===== config.mk =====
export PLATFORM = sky130hd
export DESIGN_NAME = alu_sequencer
export DESIGN_NICKNAME = d
export VERILOG_FILES = /design/src/rtl/alu_sequencer.sv
export SDC_FILE = /design/constraint.sdc
export NUM_CORES = 1
export LEC_CHECK = 0
export ABC_CLOCK_PERIOD_IN_PS = 5300
export CORE_MARGIN = 2
export CORE_UTILIZATION = 45
export DETAILED_ROUTE_END_ITERATION = 8
export PLACE_DENSITY = 0.73
export SYNTH_ARGS = -nofsm -noshare
export SYNTH_HDL_FRONTEND = slang
export SYNTH_SLANG_ARGS = --single-unit

===== constraint.sdc =====
create_clock -name CLK -period 5.3 [get_ports CLK]
set_clock_uncertainty 0.2 [all_clocks]
set_input_delay 0.795 -clock CLK [delete_from_list [all_inputs] [get_ports CLK]]
set_output_delay 0.795 -clock CLK [all_outputs]
set_load 0.02 [all_outputs]

===== src/rtl/alu_sequencer.sv =====
// Multi-cycle control sequencer for the lab CPU: fetches a 32-bit instruction,
// decodes it into ALU/register-file controls, times the ALU latency, writes back and advances the PC.
module alu_sequencer #(
    parameter int REG_SIZE = 8,
    parameter int PC_WIDTH = 32
) (
    input  logic                CLK,
    input  logic                RESET_N,
    output logic                INSTR_REQ,
    input  logic                INSTR_READY,
    input  logic [31:0]         INSTRUCTION,
    input  logic                ZERO,
    output logic [PC_WIDTH-1:0] PC,
    output logic [2:0]          ALUOP,
    output logic [2:0]          READREG1,
    output logic [2:0]          READREG2,
    output logic [2:0]          WRITEREG,
    output logic [REG_SIZE-1:0] IMMEDIATE,
    output logic                IMM_SEL,
    output logic                NEG_SEL,
    output logic                WRITEENABLE,
    output logic                ILLEGAL
);

    typedef enum logic [1:0] {FETCH, DECODE, EXEC, WB} state_t;

    state_t                state_q, state_d;
    logic [1:0]            cnt_q, cnt_d;
    logic [PC_WIDTH-1:0]   pc_q, pc_d;
    logic [2:0]            aluop_q, aluop_d;
    logic [2:0]            rr1_q, rr1_d, rr2_q, rr2_d, wreg_q, wreg_d;
    logic [REG_SIZE-1:0]   imm_q, imm_d;
    logic                  imm_sel_q, imm_sel_d, neg_sel_q, neg_sel_d;
    logic                  wr_q, wr_d, is_j_q, is_j_d, is_beq_q, is_beq_d;
    logic [7:0]            off_q, off_d;
    logic                  zero_q, zero_d;
    logic                  illegal_q, illegal_d;

    logic [2:0]            dec_aluop;
    logic                  dec_imm, dec_neg, dec_wr, dec_j, dec_beq, dec_ill;
    logic                  take;
    logic [PC_WIDTH-1:0]   branch_off;
    logic                  unused_instr;

    assign unused_instr = ^INSTRUCTION[15:11];

    // Opcode decode straight off the memory bus; captured on the accepting FETCH edge.
    always_comb begin
        dec_aluop = 3'b000;
        dec_imm   = 1'b0;
        dec_neg   = 1'b0;
        dec_wr    = 1'b0;
        dec_j     = 1'b0;
        dec_beq   = 1'b0;
        dec_ill   = 1'b0;
        case (INSTRUCTION[31:24])
            8'h00: begin dec_imm = 1'b1; dec_wr = 1'b1; end
            8'h01: dec_wr = 1'b1;
            8'h02: begin dec_aluop = 3'b001; dec_wr = 1'b1; end
            8'h03: begin dec_aluop = 3'b001; dec_neg = 1'b1; dec_wr = 1'b1; end
            8'h04: begin dec_aluop = 3'b010; dec_wr = 1'b1; end
            8'h05: begin dec_aluop = 3'b011; dec_wr = 1'b1; end
            8'h06: dec_j = 1'b1;
            8'h07: begin dec_aluop = 3'b001; dec_neg = 1'b1; dec_beq = 1'b1; end
            8'h08: begin dec_aluop = 3'b100; dec_wr = 1'b1; end
            8'h09: begin dec_aluop = 3'b101; dec_imm = 1'b1; dec_wr = 1'b1; end
            8'h0A: begin dec_aluop = 3'b101; dec_imm = 1'b1; dec_neg = 1'b1; dec_wr = 1'b1; end
            8'h0B: begin dec_aluop = 3'b110; dec_imm = 1'b1; dec_neg = 1'b1; dec_wr = 1'b1; end
            default: dec_ill = 1'b1;
        endcase
    end

    assign take       = is_j_q | (is_beq_q & zero_q);
    assign branch_off = {{(PC_WIDTH-10){off_q[7]}}, off_q, 2'b00};

    always_comb begin
        state_d   = state_q;
        cnt_d     = cnt_q;
        pc_d      = pc_q;
        aluop_d   = aluop_q;
        rr1_d     = rr1_q;
        rr2_d     = rr2_q;
        wreg_d    = wreg_q;
        imm_d     = imm_q;
        imm_sel_d = imm_sel_q;
        neg_sel_d = neg_sel_q;
        wr_d      = wr_q;
        is_j_d    = is_j_q;
        is_beq_d  = is_beq_q;
        off_d     = off_q;
        zero_d    = zero_q;
        illegal_d = illegal_q;
        case (state_q)
            FETCH: begin
                if (INSTR_READY) begin
                    aluop_d   = dec_aluop;
                    rr1_d     = INSTRUCTION[10:8];
                    rr2_d     = INSTRUCTION[2:0];
                    wreg_d    = INSTRUCTION[18:16];
                    imm_d     = INSTRUCTION[REG_SIZE-1:0];
                    imm_sel_d = dec_imm;
                    neg_sel_d = dec_neg;
                    wr_d      = dec_wr;
                    is_j_d    = dec_j;
                    is_beq_d  = dec_beq;
                    off_d     = INSTRUCTION[23:16];
                    illegal_d = illegal_q | dec_ill;
                    state_d   = DECODE;
                end
            end
            DECODE: begin
                // add/sub/beq, mult and shifts need two ALU cycles; everything else one.
                cnt_d   = (aluop_q == 3'b001 || aluop_q == 3'b100 ||
                           aluop_q == 3'b101 || aluop_q == 3'b110) ? 2'd2 : 2'd1;
                state_d = EXEC;
            end
            EXEC: begin
                cnt_d = cnt_q - 2'd1;
                if (cnt_q == 2'd1) begin
                    zero_d  = ZERO;
                    state_d = WB;
                end
            end
            WB: begin
                pc_d    = pc_q + PC_WIDTH'(4) + (take ? branch_off : '0);
                state_d = FETCH;
            end
            default: state_d = FETCH;
        endcase
    end

    always_ff @(posedge CLK or negedge RESET_N) begin
        if (!RESET_N) begin
            state_q   <= FETCH;
            cnt_q     <= '0;
            pc_q      <= '0;
            aluop_q   <= '0;
            rr1_q     <= '0;
            rr2_q     <= '0;
            wreg_q    <= '0;
            imm_q     <= '0;
            imm_sel_q <= 1'b0;
            neg_sel_q <= 1'b0;
            wr_q      <= 1'b0;
            is_j_q    <= 1'b0;
            is_beq_q  <= 1'b0;
            off_q     <= '0;
            zero_q    <= 1'b0;
            illegal_q <= 1'b0;
        end else begin
            state_q   <= state_d;
            cnt_q     <= cnt_d;
            pc_q      <= pc_d;
            aluop_q   <= aluop_d;
            rr1_q     <= rr1_d;
            rr2_q     <= rr2_d;
            wreg_q    <= wreg_d;
            imm_q     <= imm_d;
            imm_sel_q <= imm_sel_d;
            neg_sel_q <= neg_sel_d;
            wr_q      <= wr_d;
            is_j_q    <= is_j_d;
            is_beq_q  <= is_beq_d;
            off_q     <= off_d;
            zero_q    <= zero_d;
            illegal_q <= illegal_d;
        end
    end

    // Request is masked by reset because the state register already sits in FETCH while held.
    assign INSTR_REQ   = (state_q == FETCH) && RESET_N;
    assign WRITEENABLE = (state_q == WB) && wr_q;
    assign PC          = pc_q;
    assign ALUOP       = aluop_q;
    assign READREG1    = rr1_q;
    assign READREG2    = rr2_q;
    assign WRITEREG    = wreg_q;
    assign IMMEDIATE   = imm_q;
    assign IMM_SEL     = imm_sel_q;
    assign NEG_SEL     = neg_sel_q;
    assign ILLEGAL     = illegal_q;

endmodule

==> reports/summary.txt, run 1 <==
outcome: completed
floorplan core area: 9770 sq um
Num CTS Buffers: 9
leakage: 2.62 nW
CTS root buf: clkbuf_8
Synth-to-Final Area Change: 25.5%
first-pass GRT wire length: 16.6 mm
fin nets: 608
via count: 3542
Critical Path RT: 5320 ps
die area: 10900 sq um
all-layer global routing usage: 18.5%
CTS tree: done
DR WL met2: 4.67 mm
CP arrival: 4360 ps
count leader, synth: dfrtp_1
warnings from Yosys: 0
drt drc: 0
Worst slew margin: 45.4%
Min-Delay Endpoint: PC[31]
synth top area cells: dfrtp_1, mux2_2, ha_1
number of synthesized flops with an enable pin: 0
fin area: 5680 sq um
Final Critical Period: 4330 ps
flops & latches, synth: 63
M1 WL: 4.23 mm
clk sink count: 63
fraction of layout cells with a size suffix above 1: 14.4%
Yosys cell types: 53
vias in the first global route: 3532
Max Freq: 0.231 GHz
synthesized area: 4520 sq um
placed cell areas: 5450 sq um
critical path type: reg2reg
Synth Flop Type: dfrtp_1
Max-Cap Viols: 0
Post-synth top cells: dfrtp_1, mux2_2, xnor2_1
Iter 0 DRT Violations: 88
dpl ws: 993 ps
hold bufs inserted after CTS: 0
cell taking the most area after synthesis: dfrtp_1
initial antenna violation count: 0
H-Tree Depth: 3
Yosys top cell area share: 34.9%
register area share after synthesis: 34.9%
WL/cell: 14.2 um
wire length on met3: 545 um
R2R Path Start: zero_q
hold_ws: 280 ps
CP Max Fanout: 17
CTS resizes: 0
HP Class: reg2reg
Critical Path Sink Type: register
I/O Buffers: 85
die height: 104 um
Rows: 36
RSZ-0062 raised after global routing: false
setup TNS: 0 ps
Reg clk slew, reported paths: 70 ps
Final Wtd Congestion: 0.832
dpl hpwl: 7.05 mm
routed vias/inst: 5.29
Final period util: 81.8%
initial core utilization: 46.3%
total gr overflow: 0
Least-Margin Pin Slew: 819 ps
PwrDens: 421 nW/um^2
drt pass-1 iters: 4
Hold Crit Start: PC[31]
total I/O pin count: 93
Antenna diodes: 0
Clock Latency Late Sink: 340 ps
PnR Total Power: 2.39 mW
largest net degree at the start of global routing: 64
setup bufs post-CTS: 0
final wirelength: 9.52 mm
final setup violation count: 0
top layer in use: met4
ys async rst share: 100%
CTS Buffer Depth: 2
setup slack, reg-to-reg: 970 ps
Worst R2R Path Depth: 14
Slew Limit Fails: 0
final worst slack: 966 ps
Post-Syn Area per Cell: 9.94 sq um
Startpoint Class: register
Worst IR Drop VDD: 0.000344 V
Crit Reg-Reg Endpoint: PC[31]
Die Span X: 104 um
Final Hold Fails: 0
Worst Hold Depth: 1
antenna-violating nets left: 0
cell count after synthesis: 455
-- metal layers --
layer / up-vias / track usage (%)
li1: 1755 / -
met1: 1686 / 23.1
met2: 94 / 32.4
met3: 7 / 4.14
met4: 0 / 4.34
met5: - / 0
-- layout make-up --
type | count | area [sq um]
clock buffer | 9 | 124
clock inverter | 7 | 104
fill | 894 | 4100
inverter | 12 | 45.0
multi-input combinational | 355 | 2780
sequential | 63 | 1580
tap | 133 | 166
timing repair buffer | 90 | 883
-- state kept, by name (all words and copies together) (netlist names) --
register,cells
cnt_q,2
READREG2,2
ILLEGAL,1
off_q,6
state_q,2
IMMEDIATE,6
wr_q,1
ALUOP,3
READREG1,3
PC,30
NEG_SEL,1
IMM_SEL,1
is_j_q,1
is_beq_q,1
WRITEREG,2
zero_q,1
-- through the flow --
stage / util (%) / std cells
after detailed placement: 55.7 / 653
final: 58.1 / 669
after global routing: 58.1 / 669
after floorplan: - / 456
after CTS: 58.1 / 669
after global placement: 55.7 / 653
-- power by group --
group | internal [mW] | total (mW) | switching (mW)
combinational | 0.581 | 1.14 | 0.560
sequential | 0.644 | 0.763 | 0.119
clock | 0.271 | 0.485 | 0.214
total | 1.50 | 2.39 | 0.894
-- worst max-delay path: stages (launching register included) --
cell and delay (ps):
dfrtp_1 380, a21oi_1 550, nand2b_1 540, buf_4 380, xnor2_1 120, ha_1 370, a21oi_1 200, o21bai_1 90
a21o_1 200, a21oi_1 180, o21ai_0 160, or4_1 410, mux2i_1 120, o21ai_0 130, xnor2_1 170
-- cells in the final DEF (no fill, tap or decap), types with 3 or more instances in the layout --
master	count
nand3_1	5
inv_1	11
clkdlybuf4s50_1	84
or4_1	3
buf_4	5
o21bai_1	6
nand2b_1	4
mux2_2	45
and2_1	24
clkbuf_8	9
a22o_1	3
xnor2_1	43
xor2_1	7
nand4_1	4
nor2b_1	11
nor2_1	17
a21o_1	14
ha_1	40
nand2_1	24
mux2i_1	3
dfrtp_1	63
nor3_1	3
and3_1	4
a21oi_1	41
clkinv_4	3
o21ai_0	18
-- worst max path at each step --
stage / from / end / slack (ps) / cells after the start
floorplan: zero_q / PC[28] / 1240 / 15
global placement: zero_q / PC[31] / 1070 / 14
detailed placement: zero_q / PC[31] / 990 / 14
CTS: zero_q / PC[31] / 980 / 14
global route: zero_q / PC[31] / 760 / 14
finish: zero_q / PC[31] / 970 / 14
-- kinds of logic after synthesis --
| family | synth area share, % |
|---|---|
| muxes | 12.2 |
| buffers and inverters | 3.82 |
| adders and majority gates | 11.5 |
| other | 0.0829 |
| AOI/OAI and AO/OA | 15.2 |
| DFF | 34.9 |
| and+or+nand+nor | 12.6 |
| xor gates and xnor gates | 9.68 |
Note: power is estimated with default switching activity, not from simulation.
==> run 2: changes to the inputs <==
ABC_CLOCK_PERIOD_IN_PS = 4250   (was 5300)
clock period = 4.25 ns   (was 5.3 ns; I/O delays follow)
==> reports/summary.txt, run 2 (synthesis results as in run 1) <==
R2R Path Start: zero_q
setup slack, reg-to-reg: 340 ps (-630 ps)
Slew Limit Fails: 0 (unchanged)
CP arrival: 3940 ps (-420 ps)
CP Max Fanout: 10 (-7)
floorplan core area: 9770 sq um (unchanged)
Hold Crit Start: wr_q
Die Span X: 104 um (unchanged)
CTS tree: done
Crit Reg-Reg Endpoint: PC[28]
most frequent cells in the layout: clkdlybuf4s50_1, dfrtp_1, mux2_2
NetSw: 1.11 mW (+24%)
final wirelength: 9.65 mm (+1.3%)
all-layer global routing usage: 18.3% (-0.19 points)
Reg clk slew, reported paths: 80 ps (about the same)
vias in the first global route: 3589 (+1.6%)
routed vias/inst: 5.32 (+0.51%)
dpl cells: 659 (+0.92%)
Layout fillers: 874 (-2.2%)
Startpoint Class: register
outcome: completed
WL/cell: 14.3 um (+0.44%)
total gr overflow: 0 (unchanged)
largest net degree at the start of global routing: 64 (unchanged)
sequential share of power: 32.7% (+0.8 points)
Antenna diodes: 0 (unchanged)
Num CTS Buffers: 9 (unchanged)
Critical Path RT: 4280 ps (-1040 ps)
Iter 0 DRT Violations: 112 (+27%)
Final period util: 92.0% (+10 points)
Synth-to-Final Area Change: 26.0%
H-Tree Depth: 3 (unchanged)
initial core utilization: 46.3% (unchanged)
CTS Buffer Depth: 2 (unchanged)
drt pass-1 iters: 4 (unchanged)
clock share of power: 18.6% (-1.7 points)
leakage: 2.62 nW (+0.31%)
PnR Total Power: 2.91 mW (+22%)
CTS resizes: 0 (unchanged)
final setup violation count: 0 (unchanged)
first-pass GRT wire length: 16.4 mm (-1.4%)
Min-Delay Endpoint: wr_q
Non-Filler Instances: 675 (+0.90%)
critical path type: reg2reg
Worst slew margin: 46.9% (+1.4 points)
drt drc: 0 (unchanged)
Clock Latency Late Sink: 350 ps (about the same)
max FFs per register: 30 (unchanged)
fin nets: 614 (+0.99%)
setup TNS: 0 ps (unchanged)
Worst R2R Path Depth: 14 (unchanged)
fraction of layout cells with a size suffix above 1: 15.3% (+0.95 points)
commonest non-fill, non-tap cell in the layout: clkdlybuf4s50_1
hold bufs inserted after CTS: 0 (unchanged)
Least-Margin Pin Slew: 797 ps (-21.5 ps)
Worst IR Drop VDD: 0.000389 V (+13%)
Logic pwr share: 48.7% (+0.9 points)
Rows: 36 (unchanged)
Final Hold Fails: 0 (unchanged)
Final Critical Period: 3910 ps (-425 ps)
via count: 3592 (+1.4%)
die area: 10900 sq um (unchanged)
hold_ws: 276 ps (-3.60 ps)
HP Class: reg2reg
Net Sw Frac: 38.0% (+0.63 points)
total I/O pin count: 93 (unchanged)
Worst Hold Depth: 2 (+1)
Critical Path Sink Type: register
CTS root buf: clkbuf_8
Max Freq: 0.256 GHz (+11%)
Final Wtd Congestion: 0.868 (+4.4%)
setup bufs post-CTS: 0 (unchanged)
RSZ-0062 raised after global routing: false
Power Internal: 1.80 mW (+21%)
PwrDens: 511 nW/um^2 (+21%)
dpl hpwl: 7.18 mm (+1.8%)
die height: 104 um (unchanged)
clk sink count: 63 (unchanged)
antenna-violating nets left: 0 (unchanged)
I/O Buffers: 85 (unchanged)
Max-Cap Viols: 0 (unchanged)
initial antenna violation count: 0 (unchanged)
[run 2: cell types whose count changed in the layout (fill, tap and decap cells not counted)]
cell,previous run,this run
buf_4,5,11
clkinvlp_4,0,2
clkinv_4,3,2
bufinv_16,2,1
[run 2: layout make-up]
class | count | area [sq um] | area share [%]
clock buffers | 9 | 124 | 2.17
well taps | 133 | 166 | 2.92
inverters | 12 | 45.0 | 0.791
repair buffers | 96 | 928 | 16.3
flip-flops and latches | 63 | 1580 | 27.7
multi-input cells | 355 | 2780 | 48.7
clock inverters | 7 | 80.1 | 1.41
[run 2: per-layer routing]
layer	part of all wire, %	vias up	global-route usage (%)
met5	0	-	0
met4	1.0	0	4.92
met3	4.7	9	4.57
met2	50	87	32.8
met1	44	1721	21.7
li1	-	1775	-
[run 2: power groups by stage]
stage | logic, mW | registers (mW) | clock network, mW
after floorplan | 0.791 | 1.10 | 0
after global placement | 1.39 | 0.956 | 0
after detailed placement | 1.43 | 0.968 | 0
after CTS | 1.44 | 0.958 | 0.556
after global routing | 1.54 | 0.986 | 0.581
final | 1.42 | 0.952 | 0.541
[run 2: worst max path at each step]
stage	startpoint	to	slack [ps]	depth (start not counted)
floorplan	zero_q	PC[28]	190	15
finish	zero_q	PC[28]	340	14
CTS	zero_q	PC[31]	300	15
detailed placement	zero_q	PC[31]	320	15
global route	is_beq_q	PC[28]	0.7	14
global placement	zero_q	PC[31]	360	15
[run 2: through the flow]
| step | cell area, sq um | worst slack [ps] | utilization [%] |
|---|---|---|---|
| floorplan | 4530 | 189 | - |
| global placement | 5490 | 363 | 56.2 |
| detailed placement | 5490 | 322 | 56.2 |
| CTS | 5700 | 299 | 58.3 |
| global route | 5700 | 0.659 | 58.3 |
| finish | 5700 | 341 | 58.3 |
[run 2: worst max-delay path: stages, from the launching register on]
cell and delay [ps]:
dfrtp_1 390, a21oi_1 150, buf_4 170, nand2b_1 510
xnor2_1 140, ha_1 400, a211oi_1 360, a21oi_1 110
a21oi_1 200, o21a_1 160, o31ai_2 90, a41o_1 290
a221oi_2 270, xnor2_1 110, mux2_4 260
==> run 3: changes to the inputs <==
CORE_ASPECT_RATIO = 0.9   (was default)
CTS_BUF_LIST = sky130_fd_sc_hd__clkbuf_2 sky130_fd_sc_hd__clkbuf_4 sky130_fd_sc_hd__clkbuf_8   (was default)
HOLD_SLACK_MARGIN = 0.02   (was default)
==> reports/summary.txt, run 3 (synthesis results as in run 1) <==
most frequent cells in the layout: clkdlybuf4s50_1, dfrtp_1, mux2_2
Top delay family on crit path: compound AO/OA/AOI/OAI gates
CTS tree: done
Synth-to-Final Area Change: 25.9% (about the same)
largest net degree at the start of global routing: 64 (unchanged)
leakage: 2.63 nW (+0.35%)
die area: 10900 sq um (about the same)
Die Span X: 110 um (+5.2%)
Clock Latency Late Sink: 340 ps (about the same)
total I/O pin count: 93 (unchanged)
final wirelength: 9.82 mm (+1.7%)
Slew Limit Fails: 0 (unchanged)
initial antenna violation count: 0 (unchanged)
CP arrival: 3970 ps (+30 ps)
drt pass-1 iters: 4 (unchanged)
fin area: 5690 sq um (about the same)
first-pass GRT wire length: 16.7 mm (+2.3%)
vias in the first global route: 3656 (+1.9%)
setup TNS: 0 ps (unchanged)
fraction of layout cells with a size suffix above 1: 15.0% (-0.29 points)
die height: 99.1 um (-4.9%)
dpl cells: 649 (-1.5%)
Non-Filler Instances: 665 (-1.5%)
placed cell areas: 5460 sq um (-0.57%)
GR Util met3: 8.19% (+3.6 points)
Rows: 34 (-5.6%)
Critical Path Sink Type: register
Worst path slowest cell: fa_1
Most Crowded Layer GR: met2
worst path cell trace: a21oi_2, nor2b_1, ha_1, ha_1, fa_1, a21oi_1, nor2_1, nor4bb_1, nor2_1, a211oi_2, o31a_1, o21ai_1, xor2_1, mux2_2
met1 usage in global routing: 25.2% (+3.5 points)
CP max stage delay: 420 ps (-90 ps)
Final Hold Fails: 0 (unchanged)
Iter 0 DRT Violations: 79 (-29%)
Max-Cap Viols: 0 (unchanged)
total gr overflow: 0 (unchanged)
clk sink count: 63 (unchanged)
HP Class: reg2reg
Critical Path RT: 4270 ps (about the same)
WL/cell: 14.8 um (+3.2%)
drt drc: 0 (unchanged)
Final Wtd Congestion: 0.929 (+7.0%)
Reg clk slew, reported paths: 70 ps (about the same)
RSZ-0062 raised after global routing: false
CP Max Fanout: 6 (-4)
Antenna diodes: 0 (unchanged)
Least-Margin Pin Slew: 811 ps (+13.6 ps)
number of buffers and inverters on the critical path: 0 (-1)
initial core utilization: 46.4% (+0.15 points)
routed vias/inst: 5.37 (+0.97%)
via count: 3573 (-0.53%)
CTS Buffer Depth: 2 (unchanged)
floorplan core area: 9740 sq um (-0.33%)
max FFs per register: 30 (unchanged)
Worst IR Drop VDD: 0.000458 V (+18%)
Final Critical Period: 3950 ps (+36.2 ps)
dpl hpwl: 7.15 mm (-0.40%)
PwrDens: 526 nW/um^2 (+2.9%)
fin nets: 611 (-0.49%)
antenna-violating nets left: 0 (unchanged)
Num CTS Buffers: 9 (unchanged)
hold bufs inserted after CTS: 0 (unchanged)
CTS root buf: clkbuf_8
final setup violation count: 0 (unchanged)
H-Tree Depth: 3 (unchanged)
commonest non-fill, non-tap cell in the layout: clkdlybuf4s50_1
all-layer global routing usage: 19.3% (+1.1 points)
I/O Buffers: 85 (unchanged)
Final period util: 92.8% (+0.85 points)
Max Freq: 0.253 GHz (-0.92%)
routing usage on met2: 29.4% (-3.3 points)
outcome: completed
Startpoint Class: register
Worst slew margin: 45.9% (-0.91 points)
critical path type: reg2reg
==> run 3: changes by cell type in the layout (fill, tap and decap cells not counted), sizes merged <==
cell	delta
clkbuf	+1
bufinv	+1
clkinvlp	-2
buf	-3
==> run 3: where the power goes <==
| group | switching [mW] | internal (mW) |
|---|---|---|
| Sequential | 0.157 | 0.803 |
| Combinational | 0.708 | 0.725 |
| Clock | 0.254 | 0.351 |
==> run 3: per-stage QoR <==
stage / worst slack [ps] / total power [mW] / utilization [%] / hold WS [ps]
global placement: 248 / 2.36 / 56.1 / 260
floorplan: 189 / 1.89 / - / 142
CTS: 159 / 3.03 / 58.4 / 284
detailed placement: 208 / 2.40 / 56.1 / 261
global route: 57.3 / 3.20 / 58.5 / 310
finish: 305 / 3.00 / 58.5 / 276
==> run 3: worst reg2reg max path: cells and delay by family (launching register included) <==
family	cells	cell delay [ps]
AO/OA/AOI/OAI	5	1170
adder cells (fa/ha/maj)	3	930
AND/OR/NAND/NOR	4	740
flip-flops	1	390
multiplexers	1	260
XOR/XNOR	1	150
==> run 3: what timing repair did <==
item,in CTS,in global routing
endpoints found under the hold margin,0,0
buffers inserted,0,0
setup endpoints to repair,0,3
gates resized for setup,0,1
==> run 3: final timing paths <==
path | cells past startpoint | from | to | slack (ps)
worst max-delay path | 14 | zero_q | PC[29] | 300
worst min-delay path | 2 | wr_q | wr_q | 280
worst max register to register | 14 | zero_q | PC[29] | 300
worst min register to register | 2 | wr_q | wr_q | 280
max in group asynchronous | 2 | RESET_N | IMMEDIATE[6] | 2950
min in group asynchronous | 2 | RESET_N | PC[11] | 330
==> run 3: final cells by class <==
cell class / count / area, sq um
clock buffer: 10 / 138
timing repair buffer: 93 / 906
multi-input combinational: 355 / 2780
sequential: 63 / 1580
inverter: 12 / 45.0
clock inverter: 6 / 91.3
fill: 839 / 4050
tap: 126 / 158
==> run 3: metal layers <==
metal	vias to the layer above	part of all wire, %
met5	-	0
met4	0	1.1
met3	12	8.9
met2	109	44
met1	1688	46
li1	1764	-
